==> src/rtl/ifu_fetch.sv <==
// Instruction fetch unit: architectural PC, req/ack fetch FSM and instruction register.
// Optional IFU_ALIGN_CHECK_EN: reject misaligned PC commits and raise sticky misalign.
module ifu_fetch #(
  parameter logic [31:0] RESET_PC = 32'h0000_3000
) (
  input  logic        clk,
  input  logic        rst_n,
  input  logic        fetch_start,
  input  logic        pc_wr,
  input  logic [31:0] npc,
  output logic        im_req,
  output logic [31:0] im_addr,
  input  logic        im_ack,
  input  logic [31:0] im_rdata,
  output logic [31:0] pc,
  output logic [31:0] npc_t,
  output logic [31:0] ir,
  output logic        ir_valid,
  output logic        busy,
  output logic        misalign
);

  typedef enum logic [1:0] {IDLE, REQ, DONE} state_t;
  state_t state, state_nxt;

  logic        pend_valid;
  logic [31:0] pend_npc;
  logic        commit;
  logic [31:0] commit_val;
  logic        commit_ok;

  always_ff @(posedge clk or negedge rst_n) begin
    if (!rst_n) state <= IDLE;
    else        state <= state_nxt;
  end

  always_comb begin
    state_nxt = state;
    case (state)
      IDLE:    if (fetch_start) state_nxt = REQ;
      REQ:     if (im_ack) state_nxt = DONE;
      DONE:    state_nxt = fetch_start ? REQ : IDLE;
      default: state_nxt = IDLE;
    endcase
  end

  always_comb begin
    im_req   = (state == REQ);
    ir_valid = (state == DONE);
    busy     = (state != IDLE);
  end

  // PC writes land only in IDLE or DONE so the address is frozen for a whole REQ.
  always_comb begin
    commit     = 1'b0;
    commit_val = npc;
    case (state)
      IDLE: commit = pc_wr;
      DONE: begin
        if (pc_wr) commit = 1'b1;
        else if (pend_valid) begin
          commit     = 1'b1;
          commit_val = pend_npc;
        end
      end
      default: commit = 1'b0;
    endcase
  end

`ifdef IFU_ALIGN_CHECK_EN
  assign commit_ok = commit && (commit_val[1:0] == 2'b00);

  always_ff @(posedge clk or negedge rst_n) begin
    if (!rst_n)                                    misalign <= 1'b0;
    else if (commit && (commit_val[1:0] != 2'b00)) misalign <= 1'b1;
  end
`else
  assign commit_ok = commit;
  assign misalign  = 1'b0;
`endif

  always_ff @(posedge clk or negedge rst_n) begin
    if (!rst_n) begin
      pc         <= RESET_PC;
      ir         <= '0;
      pend_valid <= 1'b0;
      pend_npc   <= '0;
    end else begin
      if (commit_ok) pc <= commit_val;
      if (state == REQ && im_ack) ir <= im_rdata;
      if (state == REQ && pc_wr) begin
        pend_valid <= 1'b1;
        pend_npc   <= npc;
      end else if (state == DONE) begin
        pend_valid <= 1'b0;
      end
    end
  end

  assign npc_t   = pc + 32'd4;
  assign im_addr = {pc[31:2], 2'b00};

endmodule

==> config.mk <==
export PLATFORM = sky130hd
export DESIGN_NAME = ifu_fetch
export DESIGN_NICKNAME = d
export VERILOG_FILES = /design/src/rtl/ifu_fetch.sv
export SDC_FILE = /design/constraint.sdc
export NUM_CORES = 1
export LEC_CHECK = 0
export BUFFER_PORTS_ARGS = -buffer_cell sky130_fd_sc_hd__buf_2
export CORE_MARGIN = 2
export CORE_UTILIZATION = 30
export DETAILED_ROUTE_END_ITERATION = 12
export PLACE_DENSITY_LB_ADDON = 0.15
export REMOVE_ABC_BUFFERS = 1
export SLEW_MARGIN = 15
export SYNTH_ARGS = -nofsm -noshare
export SYNTH_HDL_FRONTEND = slang
export SYNTH_SLANG_ARGS = --single-unit
==> constraint.sdc <==
create_clock -name clk -period 2 [get_ports clk]
set_clock_uncertainty 0.05 [all_clocks]
set_input_delay 0.4 -clock clk [delete_from_list [all_inputs] [get_ports clk]]
set_output_delay 0.4 -clock clk [all_outputs]
set_load 0.05 [all_outputs]
==> metrics.md <==
| Metric | Value |
|---|---|
| Routed Antenna Nets | 0 |
| CTS max path bufs | 2 |
| Setup violations, final | 24 |
| Critical path cell sequence | nand3_4, nor4_4, buf_6, nand4_1, xnor2_1, buf_4 |
| Largest family of logic cells by synthesized area | multiplexers |
| Final hold viol count | 0 |
| Layout cells sized above 1 | 57.3% |
| Count of TritonRoute iterations in the first routing pass | 4 |
| DRC | 0 |
| Fin Hold WS | between 200 and 250 ps |
| Vias per inst | 4.59 |
| Post-Syn Area per Cell | 11.5 um2 |
| First-pass GRT wire length | just under 20000 um |
| Total wire length | ~13000 um |
| Avg WL per Cell | 15.1 um |
| CP max FO | 9 |
| Num Clock Sinks | 99 |
| 1st-iter DRT viols | 139 |
| Chip height | ~130 um |
| Synth Flop Type | dfrtp_1 |
| Leakage | 3.20 nW |
| Arrival time at the worst endpoint | 1920 ps |
| Max-slew violations | 0 |
| RSZ-0062 raised after global routing | true |
| Crit path time final | about 2400 ps |
| # Max-Cap Violations | 0 |
| Fin crit share | 119% |
| Setup crit end kind | primary output |
| Clock-pin slew on the worst setup and hold paths | 70 ps |
| Multi-input logic area | a little over 2000 um2 |
| Post-synthesis compound-gate area fraction | 7.84% |
| Area growth from synthesis to layout | 39.8% |
| TNS Setup | -6350 ps |
| Register area share after synthesis | 52.5% |
| WS Path Type | reg -> out |
| Vias in the first global route | 3680 |
| Post-synthesis simple-gate area fraction | a little over a tenth |
| Post-Synthesis Cells | 412 |
| CTS Root Cell | clkbuf_16 |
| Initial Util | 30.8% |
| Synth async-reset ratio | 100% |
| Adder-cell area share of the yosys netlist | less than 1% |
| Initial antenna violation count | 0 |
| Non-Filler Instances | 829 |
| Fmax | 421 MHz |
| EDFF count, synth | 0 |
| I/O Pins | 201 |
| Total track usage | 15.0% |
| CTS tree | built |
| Synth Area in XOR/XNOR | under 10% |
| # placed instances | roughly 810 |
| Tot Pwr | 0.00984 W |
| Final WS setup | -374 ps |
| #FFs+latches synth | 99 |
| Die area | approximately 17000 um2 |
| Number of inserted diodes | 0 |
| FILL cells | 1497 |
| CP top delay family | flip-flops |
| CP max stage cell | dfstp_2 |
| TritonCTS buffer count | 9 |
| Outcome | complete, but fails checks |
| Mux contribution to synthesized area | 15.5% |
| Final GP Congestion | 0.756 |
| Crit path launch type | register |
| Buf+Inv Stages, Crit Path | 2 |
| CP max stage delay | between 500 and 600 ps |
| Layout Nets | 683 |
| Synth warnings | 0 |
| GRT overflow | 0 |
| Largest net degree at the start of global routing | 56 |
| Post-DP HPWL | 8980 um |
| Violated checks | setup timing |
| Hold Crit Class | in -> reg |
| Core area | 15300 um2 |
| Routed vias | 3802 |
| H-tree levels | 3 |
| Storage cell area | 2480 um2 |
| Worst skew pair latency | 340 ps |
| Fin util | 43.1% |
| Worst endpoint required time | 1550 ps |
| IO buf count | 197 |
| Distinct cells, synth | 34 |
| Worst VDD drop | ~0.65 mV |
| PwrDens | 1490 nW/um2 |
| Post-Syn Area | 4720 um2 |
| Row count | 45 |
| Die W | between 100 and 150 um |
## cell families (layout without fill, tap and decap cells)
family / Yosys count / after routing
flops: 99 / 99
simple gates: 92 / 92
compound gates: 66 / 66
mux: 65 / 65
buf+inv: 60 / 264
xor+xnor: 28 / 28
fa+ha+maj: 1 / 1
other cells: 1 / 3
## area by class of cell
type	instances	area share [%]
clock buffers	9	3.41
clock inverters	7	1.55
inverters	4	0.227
multi-input cells	255	30.5
flip-flops and latches	99	37.6
well taps	211	4.00
repair buffers	244	22.7
## synthesized netlist by cell type, drive strengths merged, types with 5 or more instances
| cell type | count | area share [%] |
|---|---|---|
| nand2 | 43 | 3.4 |
| buf | 47 | 6.8 |
| xnor2 | 23 | 4.3 |
| nor2 | 7 | 0.56 |
| clkbuf | 9 | 0.72 |
| o21ai | 33 | 3.5 |
| o22ai | 32 | 4.2 |
| nand4 | 12 | 1.9 |
| nand3 | 10 | 1.2 |
| mux2 | 65 | 15 |
| xor2 | 5 | 0.93 |
| dfrtp | 97 | 51 |
## through the flow
| step | area [um2] | setup slack, ps |
|---|---|---|
| 3_3_place_gp | 5990 | -98.4 |
| 5_1_grt | 6600 | -493 |
| 2_1_floorplan | 4370 | -1510 |
| 3_5_place_dp | 5990 | -106 |
| 6_report | 6600 | -374 |
| 4_1_cts | 6530 | -415 |
## sequential cells by signal, indices dropped and copies added (netlist names)
| register | cells |
|---|---|
| ir | 32 |
| pend_valid | 1 |
| state | 2 |
| pc | 32 |
| pend_npc | 32 |
## report_power, final
part	switching (W)	total (W)	internal, W	leakage (nW)
clock network	0.000777	0.00188	0.00110	0.156
logic	0.00362	0.00502	0.00140	1.86
registers	0.000361	0.00294	0.00257	1.19
total	0.00476	0.00984	0.00508	3.20
## worst register-to-register path: stages, from the launching register on
cell	delay (ps)
dfrtp_1	410
nor2b_1	180
nand2_1	80
buf_4	360
mux2_2	410
## placed cells by master, fill, tap and decap left out, types with 5 or more instances in the layout
cell type  instances
o21ai_1            5
o22ai_1           32
buf_4             57
nand2_1           39
clkbuf_16          9
nand3_1            5
nand4_1           11
o21ai_0           28
mux2_2            65
buf_6             13
buf_2            169
dfrtp_1           96
xnor2_1           19
xor2_1             5
## metal layers
layer	part of all wire, %	global-route usage (%)
met2	46	24.1
met4	1.4	5.12
met3	7.5	3.76
met1	45	19.9
met5	0	0
## worst paths after layout
kind | start | slack (ps) | endpoint | cells after the start
setup / recovery | pc[12] | -370 | npc_t[23] | 6
setup reg to reg | state[0] | 400 | ir[25] | 4
hold / removal | im_rdata[22] | 230 | ir[22] | 2
max in group asynchronous | rst_n | 780 | pc[13] | 3
hold reg to reg | ir[1] | 460 | ir[1] | 1
min in group asynchronous | rst_n | 450 | pc[30] | 2
## what timing repair did
action,in CTS,in global routing
hold buffers,1,0
buffers inserted,4,1
gates cloned,1,0
endpoints found under the setup margin,26,27
pin swaps,12,12
gates resized for setup,52,16
endpoints found under the hold margin,21,0
Note: power is estimated with default switching activity, not from simulation.
